File: config.mk
export PLATFORM = sky130hd
export DESIGN_NAME = cache_mem_arbiter
export DESIGN_NICKNAME = d
export VERILOG_FILES = /design/src/rtl/cache_mem_arbiter.sv
export SDC_FILE = /design/constraint.sdc
export NUM_CORES = 1
export LEC_CHECK = 0
export ABC_AREA = 1
export ABC_CLOCK_PERIOD_IN_PS = 3700
export CORE_MARGIN = 2
export CORE_UTILIZATION = 36
export CTS_BUF_LIST = sky130_fd_sc_hd__clkbuf_16
export CTS_CLUSTER_SIZE = 12
export DETAILED_ROUTE_END_ITERATION = 6
export GPL_TIMING_DRIVEN = 0
export MAX_ROUTING_LAYER = met4
export PLACE_DENSITY = 0.95
export SLEW_MARGIN = 20
export SYNTH_ARGS = -nofsm -noshare
export SYNTH_HDL_FRONTEND = slang
export SYNTH_SLANG_ARGS = --single-unit
File: constraint.sdc
create_clock -name clk -period 3.7 [get_ports clk]
set_input_delay 0.925 -clock clk [delete_from_list [all_inputs] [get_ports clk]]
set_output_delay 0.925 -clock clk [all_outputs]
set_load 0.05 [all_outputs]
File: src/rtl/cache_mem_arbiter.sv
// Arbitrates cache refill (line read) and writeback (line write) bursts onto a
// single word-wide memory port, one beat per mem_ack_i, critical word first.
//
// state    | meaning
// ---------+------------------------------------------------------------
// IDLE     | no burst; arbitrate pending refill/writeback requests
// RD_BURST | refill burst, words forwarded to the cache as they arrive
// WR_BURST | writeback burst, words pulled from the victim buffer
// DONE     | one-cycle completion ack to the requester just served
module cache_mem_arbiter #(
  parameter int ADR_WIDTH  = 32,
  parameter int DATA_WIDTH = 32,
  parameter int WORD_NUM   = 4
) (
  input  logic                  clk,
  input  logic                  rst,
  input  logic                  rf_req_i,
  input  logic [ADR_WIDTH-1:0]  rf_adr_i,
  output logic                  rf_valid_o,
  output logic [DATA_WIDTH-1:0] rf_dat_o,
  output logic [1:0]            rf_word_o,
  output logic                  rf_ack_o,
  input  logic                  wb_req_i,
  input  logic [ADR_WIDTH-1:0]  wb_adr_i,
  output logic [1:0]            wb_word_o,
  input  logic [DATA_WIDTH-1:0] wb_dat_i,
  output logic                  wb_ack_o,
  output logic                  mem_req_o,
  output logic [ADR_WIDTH-1:0]  mem_adr_o,
  output logic                  mem_rdwr_o,
  output logic [DATA_WIDTH-1:0] mem_dat_o,
  input  logic [DATA_WIDTH-1:0] mem_dat_i,
  input  logic                  mem_ack_i
);

  typedef enum logic [1:0] {IDLE, RD_BURST, WR_BURST, DONE} state_t;

  localparam logic       GRANT_RF  = 1'b0;
  localparam logic       GRANT_WB  = 1'b1;
  localparam logic [1:0] LAST_BEAT = 2'(WORD_NUM - 1);

  state_t               state_q, state_d;
  logic [ADR_WIDTH-3:0] line_q, line_d;
  logic [1:0]           word_q, word_d;
  logic [1:0]           beat_q, beat_d;
  logic                 last_grant_q, last_grant_d;

  logic same_line;
  logic grant_wb;

  assign same_line = (rf_adr_i[ADR_WIDTH-1:2] == wb_adr_i[ADR_WIDTH-1:2]);

  // A writeback to the line being refilled must land first, otherwise the
  // refill would return stale data; otherwise alternate on conflict.
  always_comb begin
    grant_wb = 1'b0;
    if (wb_req_i && !rf_req_i)
      grant_wb = 1'b1;
    else if (wb_req_i && rf_req_i)
      grant_wb = same_line || (last_grant_q == GRANT_RF);
  end

  always_comb begin
    state_d      = state_q;
    line_d       = line_q;
    word_d       = word_q;
    beat_d       = beat_q;
    last_grant_d = last_grant_q;
    rf_valid_o   = 1'b0;
    rf_dat_o     = '0;
    rf_word_o    = 2'd0;
    rf_ack_o     = 1'b0;
    wb_word_o    = 2'd0;
    wb_ack_o     = 1'b0;
    mem_req_o    = 1'b0;
    mem_rdwr_o   = 1'b0;
    mem_dat_o    = '0;
    mem_adr_o    = {line_q, word_q};

    case (state_q)
      IDLE: begin
        if (grant_wb) begin
          state_d = WR_BURST;
          line_d  = wb_adr_i[ADR_WIDTH-1:2];
          word_d  = 2'd0;
          beat_d  = 2'd0;
        end else if (rf_req_i) begin
          state_d = RD_BURST;
          line_d  = rf_adr_i[ADR_WIDTH-1:2];
          word_d  = rf_adr_i[1:0];
          beat_d  = 2'd0;
        end
      end

      RD_BURST: begin
        mem_req_o  = 1'b1;
        rf_valid_o = mem_ack_i;
        rf_dat_o   = mem_dat_i;
        rf_word_o  = word_q;
        if (mem_ack_i) begin
          word_d = word_q + 2'd1;
          beat_d = beat_q + 2'd1;
          if (beat_q == LAST_BEAT) begin
            state_d      = DONE;
            last_grant_d = GRANT_RF;
          end
        end
      end

      WR_BURST: begin
        mem_req_o  = 1'b1;
        mem_rdwr_o = 1'b1;
        wb_word_o  = word_q;
        mem_dat_o  = wb_dat_i;
        if (mem_ack_i) begin
          word_d = word_q + 2'd1;
          beat_d = beat_q + 2'd1;
          if (beat_q == LAST_BEAT) begin
            state_d      = DONE;
            last_grant_d = GRANT_WB;
          end
        end
      end

      DONE: begin
        // last_grant was updated on the final beat, so it names this burst
        rf_ack_o = (last_grant_q == GRANT_RF);
        wb_ack_o = (last_grant_q == GRANT_WB);
        state_d  = IDLE;
      end

      default: state_d = IDLE;
    endcase
  end

  always_ff @(posedge clk) begin
    if (rst) begin
      state_q      <= IDLE;
      line_q       <= '0;
      word_q       <= 2'd0;
      beat_q       <= 2'd0;
      last_grant_q <= GRANT_RF;
    end else begin
      state_q      <= state_d;
      line_q       <= line_d;
      word_q       <= word_d;
      beat_q       <= beat_d;
      last_grant_q <= last_grant_d;
    end
  end

endmodule

==> reports/qor.yml, run 1 <==
final_area_um2: 5650
routed_via_density: 4.50
cp-end-kind: "output port"
cts_tree: "done"
slew_headroom_pct: 60.7
grt_pass1_vias: 3828
cp_max_fo: 10
hpwl_um: 9690
syn-cell-area_um2: 3000
ios: 238
r2r.worst_path.cells: 8
cpPeakStageDelay_ns: 0.82
clock.fmax_mhz: 284
final_util_pct: 69.4
synthArstFlopShare_pct: 0
grt_start_max_net_pins: 14
yosys_warnings: 0
die_w_um: 95.3
root_buffer: "clkbuf_16"
r2r_slack_ns: 1.80
area_growth_pct: 88.2
yosys-top-cells-count: "nand2_1, inv_1, nand3_1, a21oi_1, dfxtp_1"
clk_pin_slew_worst_paths_ns: 0.06
start_kind: "flip-flop"
cp_num_buf_inv: 5
fill_cells: 673
rows: 33
initialDrtViolationCount: 168
antenna_left: 0
synth_nets: 690
crit_required_ns: 2.77
min_from: "line_q[10]$_SDFFE_PP0P_"
wl_um: 12000
cp_slowest_cell: "clkdlybuf4s50_1"
nets: 929
path_delay_family: "buffers and inverters"
grt_pass1_wl_um: 18100
final_layout_size_suffix_gt1_share_pct: 4.29
num_vias: 4041
dp_cells: 890
synth_area_per_cell_um2: 5.43
cap_violations: 0
die-area_um2: 9080
slew_viol_final: 0
dieHeight_um: 95.3
rsz0062_at_grt: "no"
finalCritPeriodShare_pct: 95.1
cp_cell_sequence: "inv_1, ha_1, clkbuf_1, clkbuf_1, nand2_1, inv_1, clkdlybuf4s50_1"
insertion_delay_ns: 0.28
worst_hold_path_type: "reg -> reg"
place_area_um2: 5460
p_leak_nw: 3.05
synthTopCellsByArea: "dfxtp_1, nand2_1, inv_1"
antenna_found_initial: 0
finalPower_mw: 3.20
synth.most_common_cell: "nand2_1"
gp_congestion: 0.850
drc: 0
synth_flop_cell: "dfxtp_1"
worst_slew_pin_slew_ns: 0.588
yosysTopAreaCell: "dfxtp_1"
worstPathArrival_ns: 2.59
io_buffers: 233
status: "completed"
final.setup_skew_ns: 0.00380
numCtsBuffers: 5
power_density_nw_per_um2: 566
ys_types: 21
crit_type: "reg -> out"
synth_top_area_share_pct: 24.7
cts_sinks: 37
synth_edf_count: 0
grt_overflow: 0
cts.path.max_buffers: 2
reg2reg_from: "state_q[0]$_SDFFE_PP0P_"
period_needed_ns: 3.52
hold_viol_final: 0
fin_tns_setup_ns: 0
wl_per_cell_um: 13.4
placeableCoreArea_um2: 8130
hold-path-cell-count: 2
final_cell_count_no_fill: 898
hold_end: "line_q[10]$_SDFFE_PP0P_"
rr_endpoint: "word_q[1]$_SDFFE_PP0P_"
cts_max_level: 2
peakVddDrop_mv: 0.264
synth_seq_cells: 37
synth_cells: 552
finalSetupViolations: 0
groute.usage.overall_pct: 26.1
start_util_pct: 36.9
yosysSeqAreaShare_pct: 24.7
first_pass_iters: 5
-- metrics by stage --
stage	worst slack, ns	hold slack, ns
after floorplan	0.972	0.449
after global placement	0.364	0.452
after detailed placement	0.365	0.455
after CTS	0.145	0.464
after global routing	0.0207	0.485
final	0.180	0.464
-- kinds of logic after synthesis --
group / count (synthesis) / share of synthesized area, %
AO/OA/AOI/OAI: 47 / 8.18
XOR/XNOR: 17 / 4.96
flip-flops: 37 / 24.7
AND/OR/NAND/NOR: 275 / 37.6
buffers and inverters: 171 / 22.4
adder cells (fa/ha/maj): 5 / 2.09
-- flip-flops by register name, summed over array words and instances (netlist names) --
name,count
beat_q,2
last_grant_q,1
line_q,30
state_q,2
word_q,2
-- worst max path at each step --
| stage | startpoint | to | slack, ns | depth (start not counted) |
|---|---|---|---|---|
| 5_1_grt | state_q[0]$_SDFFE_PP0P_ | mem_dat_o[1] | 0.02 | 7 |
| 3_3_place_gp | mem_ack_i | rf_valid_o | 0.36 | 4 |
| 2_1_floorplan | state_q[0]$_SDFFE_PP0P_ | mem_dat_o[10] | 0.97 | 6 |
| 3_5_place_dp | mem_ack_i | rf_valid_o | 0.36 | 4 |
| 6_report | state_q[0]$_SDFFE_PP0P_ | mem_dat_o[30] | 0.18 | 7 |
| 4_1_cts | state_q[1]$_SDFFE_PP0P_ | rf_dat_o[9] | 0.14 | 7 |
-- where the power goes --
| part | total (mW) | switching [mW] | leakage, nW | internal [mW] |
|---|---|---|---|---|
| Combinational | 2.15 | 1.43 | 2.66 | 0.716 |
| Sequential | 0.560 | 0.0647 | 0.306 | 0.495 |
| Clock | 0.491 | 0.172 | 0.0800 | 0.319 |
-- per-layer routing --
layer | wire (µm) | track usage (%)
met4 | 227 | 5.92
met5 | 0 | -
met2 | 5510 | 41.2
met1 | 5280 | 33.7
met3 | 1010 | 6.64
-- worst min-delay path, delay by kind of cell (launching register included) --
| family | cells | cell delay (ns) |
|---|---|---|
| AND/OR/NAND/NOR | 1 | 0.06 |
| flip-flops | 1 | 0.31 |
| AO/OA/AOI/OAI | 1 | 0.05 |
-- cells in the final DEF (no fill, tap or decap), types with 2 or more instances in the layout --
master             n
a21oi_1           40
buf_2              7
buf_6              3
clkbuf_1          14
clkbuf_16          5
clkbuf_2           2
clkdlybuf4s50_1  229
dfxtp_1           37
dlymetal6s2s_1     4
ha_1               5
inv_1            132
inv_2             11
nand2_1          190
nand3_1           67
nor2_1            15
o21ai_0            4
xnor2_1           13
xor2_1             4
-- timing repair --
action | 4_1_cts | 5_1_grt
setup buffers | 0 | 0
setup endpoints to repair | 0 | 24
gates resized for setup | 0 | 8
hold buffers | 0 | 0
-- layout make-up --
type / count / area, µm² / area share (%)
repair buffers: 233 / 2340 / 41.5
multi-input cells: 344 / 1590 / 28.1
flip-flops and latches: 37 / 741 / 13.1
inverters: 143 / 537 / 9.51
plain buffers: 27 / 135 / 2.39
well taps: 105 / 131 / 2.33
clock buffers: 5 / 125 / 2.22
clock inverters: 3 / 46.3 / 0.820
diodes: 1 / 2.50 / 0.0443
Note: power is estimated with default switching activity, not from simulation.
==> inputs of run 2 (changes only) <==
CORE_MARGIN = default   (was 2)
==> reports/qor.yml, run 2 (synthesis gave the netlist of run 1 again) <==
status: "completed"  # unchanged
initialDrtViolationCount: 265  # was 168
grt_pass1_vias: 3925  # was 3828
antenna_cells: 0  # was 1
cts_max_level: 2  # unchanged
worst_hold_path_type: "reg -> reg"  # unchanged
final_cell_mix: "clkdlybuf4s50_1, nand2_1, inv_1"  # unchanged
largest_register: "line_q"  # unchanged
cp_cell_sequence: "inv_1, ha_1, clkbuf_1, clkbuf_1, nand2_1, inv_1, clkdlybuf4s50_1"  # unchanged
start_kind: "flip-flop"  # unchanged
first_pass_iters: 5  # unchanged
die-area_um2: 8700  # was 9080 µm²
hold_viol_final: 0  # unchanged
crit_type: "reg -> out"  # unchanged
cp_slowest_cell: "clkdlybuf4s50_1"  # unchanged
slew_viol_final: 0  # unchanged
cts_sinks: 37  # unchanged
nets: 930  # was 929
wl_um: 12800  # was 12000 µm
fin_tns_setup_ns: 0  # unchanged
power_density_nw_per_um2: 556  # was 566 nW/µm²
grt_pass1_wl_um: 19400  # was 18100 µm
peakVddDrop_mv: 0.332  # was 0.264 mV
area_growth_pct: 86.9  # was 88.2%
rows: 32  # was 33
dieHeight_um: 93.3  # was 95.3 µm
hold_buffers: 0  # unchanged
hpwl_um: 10200  # was 9690 µm
p_leak_nw: 3.02  # was 3.05 nW
final_common_cell: "clkdlybuf4s50_1"  # unchanged
root_buffer: "clkbuf_16"  # unchanged
worstPathArrival_ns: 2.60  # was 2.59 ns
final_layout_size_suffix_gt1_share_pct: 4.04  # was 4.29%
clock.fmax_mhz: 284  # about the same
groute.usage.overall_pct: 28.9  # was 26.1%
ios: 238  # unchanged
crit_required_ns: 2.77  # about the same
cp_max_fo: 10  # unchanged
antenna_left: 0  # unchanged
cts_tree: "done"  # unchanged
rsz0062_at_grt: "no"  # unchanged
multi_input_area_um2: 1590  # unchanged
regArea_um2: 741  # unchanged
cpPeakStageDelay_ns: 0.80  # was 0.82 ns
routed_via_density: 4.74  # was 4.50
io_buffers: 233  # unchanged
grt_overflow: 0  # unchanged
start_util_pct: 38.0  # was 36.9%
clk_pin_slew_worst_paths_ns: 0.06  # about the same
final.setup_skew_ns: 0.00411  # was 0.00380 ns
finalSetupViolations: 0  # unchanged
gp_congestion: 0.909  # was 0.850
placeableCoreArea_um2: 7890  # was 8130 µm²
dp_cells: 887  # was 890
period_needed_ns: 3.52  # about the same
die_w_um: 93.3  # was 95.3 µm
slew_headroom_pct: 61.1  # was 60.7%
cp-end-kind: "output port"  # unchanged
antenna_found_initial: 0  # unchanged
final_cell_count_no_fill: 895  # was 898
final_util_pct: 71.1  # was 69.4%
numCtsBuffers: 5  # unchanged
cap_violations: 0  # unchanged
path_delay_family: "buffers and inverters"  # unchanged
largest_register_ffs: 30  # unchanged
post_cts_buffers: 0  # unchanged
insertion_delay_ns: 0.27  # was 0.28 ns
wl_per_cell_um: 14.3  # was 13.4 µm
drc: 0  # unchanged
worst_slew_pin_slew_ns: 0.581  # was 0.588 ns
grt_start_max_net_pins: 12  # was 14
finalCritPeriodShare_pct: 95.1  # about the same
cp_num_buf_inv: 5  # unchanged
num_vias: 4241  # was 4041
cts.path.max_buffers: 2  # unchanged
fill_cells: 648  # was 673
[run 2: changes by cell type in the layout (fill, tap and decap cells not counted), sizes merged]
cell / previous run / this run
clkdlybuf4s50: 229 / 230
clkbuf: 21 / 22
dlymetal6s2s: 4 / 3
bufinv: 1 / 0
clkinv: 1 / 2
diode: 1 / 0
inv: 143 / 144
clkinvlp: 1 / 0
[run 2: area by class of cell]
class / instances / area share, %
timing repair buffer: 233 / 41.7
multi-input combinational: 344 / 28.3
sequential: 37 / 13.2
inverter: 143 / 9.57
buffer: 28 / 2.45
tap: 102 / 2.28
clock buffer: 5 / 2.23
clock inverter: 3 / 0.245
[run 2: metrics by stage]
| step | hold slack (ns) | setup slack [ns] | power (mW) | instance area (µm²) |
|---|---|---|---|---|
| final | 0.464 | 0.180 | 3.11 | 5610 |
| after global routing | 0.485 | 0.00197 | 3.26 | 5610 |
| after CTS | 0.467 | 0.146 | 3.11 | 5600 |
| after detailed placement | 0.458 | 0.398 | 2.70 | 5460 |
| after global placement | 0.453 | 0.387 | 2.65 | 5460 |
| after floorplan | 0.449 | 0.972 | 1.93 | 3000 |
[run 2: timing repair]
action,CTS,global route
setup endpoints to repair,0,7
hold endpoints to repair,0,0
resized for setup,0,5
[run 2: report_power, final]
group	internal (mW)	total, mW	switching (mW)
clock network	0.245	0.405	0.161
logic	0.714	2.15	1.43
registers	0.496	0.563	0.0675
[run 2: per-layer routing]
metal / track usage [%] / vias up / share of wire [%]
met5: - / - / 0
met2: 51.0 / 213 / 48
met4: 5.13 / 0 / 2.2
met3: 5.04 / 26 / 8.3
met1: 34.8 / 1900 / 41
li1: - / 2102 / -
[run 2: path summary, 6_finish.rpt]
| kind | start | end | slack (ns) | cells past startpoint |
|---|---|---|---|---|
| worst max-delay path | state_q[0]$_SDFFE_PP0P_ | mem_dat_o[22] | 0.18 | 7 |
| worst min-delay path | line_q[11]$_SDFFE_PP0P_ | line_q[11]$_SDFFE_PP0P_ | 0.46 | 2 |
| worst max register to register | state_q[0]$_SDFFE_PP0P_ | word_q[1]$_SDFFE_PP0P_ | 1.79 | 8 |
| worst min register to register | line_q[11]$_SDFFE_PP0P_ | line_q[11]$_SDFFE_PP0P_ | 0.46 | 2 |
[run 2: worst reg2reg max path, cell delays in order (launching register included)]
cell and delay [ns]:
dfxtp_1 0.39, inv_1 0.09, ha_1 0.37, inv_1 0.21
nor2_1 0.09, o22ai_1 0.33, inv_2 0.11, o21ai_0 0.17
a21oi_1 0.05
==> inputs of run 3 (changes only) <==
GPL_ROUTABILITY_DRIVEN = 0   (was default)
==> reports/qor.yml, run 3 (synthesis gave the netlist of run 1 again) <==
antenna_cells: 0  # unchanged
dieHeight_um: 93.3  # unchanged
power_density_nw_per_um2: 554  # was 556 nW/µm²
reg2reg_from: "state_q[0]$_SDFFE_PP0P_"  # unchanged
drc: 0  # unchanged
clock.fmax_mhz: 286  # was 284 MHz
crit_required_ns: 2.77  # about the same
io_buffers: 233  # unchanged
final_area_um2: 5600  # was 5610 µm²
final.setup_skew_ns: 0.00306  # was 0.00411 ns
hold-path-cell-count: 2  # unchanged
start_kind: "flip-flop"  # unchanged
start_util_pct: 38.0  # unchanged
finalSetupViolations: 0  # unchanged
cp-startpoint: "state_q[0]$_SDFFE_PP0P_"  # unchanged
worst_slew_pin_slew_ns: 0.579  # was 0.581 ns
largest_register: "line_q"  # unchanged
r2r.worst_path.cells: 8  # unchanged
fin_tns_setup_ns: 0  # unchanged
rsz0062_at_grt: "no"  # unchanged
grt_start_max_net_pins: 11  # was 12
slew_headroom_pct: 61.3  # was 61.1%
hold_end: "line_q[24]$_SDFFE_PP0P_"  # was line_q[11]$_SDFFE_PP0P_
hold_viol_final: 0  # unchanged
rr_endpoint: "word_q[0]$_SDFFE_PP0P_"  # was word_q[1]$_SDFFE_PP0P_
slew_viol_final: 0  # unchanged
cp-end-kind: "output port"  # unchanged
area_growth_pct: 86.6  # was 86.9%
wl_um: 12700  # was 12800 µm
worstPathArrival_ns: 2.58  # was 2.60 ns
place_area_um2: 5460  # unchanged
period_needed_ns: 3.50  # was 3.52 ns
numCtsBuffers: 5  # unchanged
grt_pass1_wl_um: 19300  # was 19400 µm
clk_pin_slew_worst_paths_ns: 0.05  # was 0.06 ns
first_pass_iters: 7  # was 5
die_w_um: 93.3  # unchanged
p_leak_nw: 2.97  # was 3.02 nW
num_vias: 4200  # was 4241
crit_type: "reg -> out"  # unchanged
root_buffer: "clkbuf_16"  # unchanged
largest_register_ffs: 30  # unchanged
cp_cell_sequence: "inv_1, ha_1, clkbuf_1, clkbuf_1, nand2_1, inv_1, clkdlybuf4s50_1"  # unchanged
min_from: "line_q[24]$_SDFFE_PP0P_"  # was line_q[11]$_SDFFE_PP0P_
placeableCoreArea_um2: 7890  # unchanged
antenna_found_initial: 0  # unchanged
nets: 930  # unchanged
final_common_cell: "clkdlybuf4s50_1"  # unchanged
insertion_delay_ns: 0.27  # about the same
final_cell_mix: "clkdlybuf4s50_1, nand2_1, inv_1"  # unchanged
cpPeakStageDelay_ns: 0.80  # about the same
rows: 32  # unchanged
peakVddDrop_mv: 0.315  # was 0.332 mV
ios: 238  # unchanged
cp_slowest_cell: "clkdlybuf4s50_1"  # unchanged
antenna_left: 0  # unchanged
post_cts_resized: 0  # unchanged
finalCritPeriodShare_pct: 94.6  # was 95.1%
r2r_slack_ns: 1.77  # was 1.79 ns
hpwl_um: 10200  # about the same
wl_per_cell_um: 14.1  # was 14.3 µm
grt_pass1_vias: 4104  # was 3925
cts_tree: "done"  # unchanged
die-area_um2: 8700  # unchanged
groute.usage.overall_pct: 28.8  # was 28.9%
initialDrtViolationCount: 222  # was 265
status: "completed"  # unchanged
hold_buffers: 0  # unchanged
cts.path.max_buffers: 2  # unchanged
post_cts_buffers: 0  # unchanged
cp_max_fo: 10  # unchanged
grt_overflow: 0  # unchanged
cap_violations: 0  # unchanged
worst_hold_path_type: "reg -> reg"  # unchanged
cts_sinks: 37  # unchanged
final_layout_size_suffix_gt1_share_pct: 3.78  # was 4.04%
cts_max_level: 2  # unchanged
routed_via_density: 4.69  # was 4.74
run 3: cell types whose count changed in the layout (fill, tap and decap cells not counted), sizes merged:
cell | before | now
inv | 144 | 146
clkdlybuf4s50 | 230 | 233
clkinv | 2 | 0
dlymetal6s2s | 3 | 0
run 3: area by class of cell:
type,instances,area (µm²)
Timing Repair Buffer,233,2330
Fill cell,630,2290
Multi-Input combinational cell,344,1590
Sequential cell,37,741
Inverter,143,537
Buffer,28,138
Tap cell,102,128
Clock buffer,5,125
Clock inverter,3,11.3
run 3: critical path: cells and delay by family (launching register included):
family | cells | cell delay (ns)
buffers and inverters | 5 | 1.68
DFF | 1 | 0.34
adders and majority gates | 1 | 0.16
and+or+nand+nor | 1 | 0.12
run 3: report_power, final:
group | total, mW | switching (mW) | leakage [nW] | internal, mW
registers | 0.560 | 0.0647 | 0.306 | 0.496
logic | 2.14 | 1.43 | 2.59 | 0.715
clock network | 0.397 | 0.155 | 0.0776 | 0.242
total | 3.10 | 1.65 | 2.97 | 1.45
run 3: layer usage:
layer,global-route usage (%),up-vias,part of all wire (%)
met1,33.3,1864,41
met2,48.5,203,47
met5,-,-,0
met3,5.53,39,8.1
met4,12.7,0,3.8
li1,-,2094,-
run 3: worst max-delay path by stage:
| stage | depth (start not counted) | slack, ns | to |
|---|---|---|---|
| global placement | 4 | 0.39 | rf_valid_o |
| global route | 7 | 0.003 | mem_dat_o[17] |
| floorplan | 6 | 0.97 | mem_dat_o[10] |
| CTS | 7 | 0.19 | mem_dat_o[6] |
| detailed placement | 4 | 0.37 | rf_valid_o |
| finish | 7 | 0.20 | mem_dat_o[29] |
run 3: stage by stage:
stage	util [%]	setup WS (ns)	hold slack, ns	total power, mW	cells
after floorplan	-	0.972	0.449	1.93	552
after global placement	69.2	0.387	0.453	2.65	887
after detailed placement	69.2	0.365	0.455	2.70	887
after CTS	70.9	0.191	0.463	3.10	895
after global routing	71.0	0.00309	0.483	3.26	895
final	71.0	0.199	0.464	3.10	895
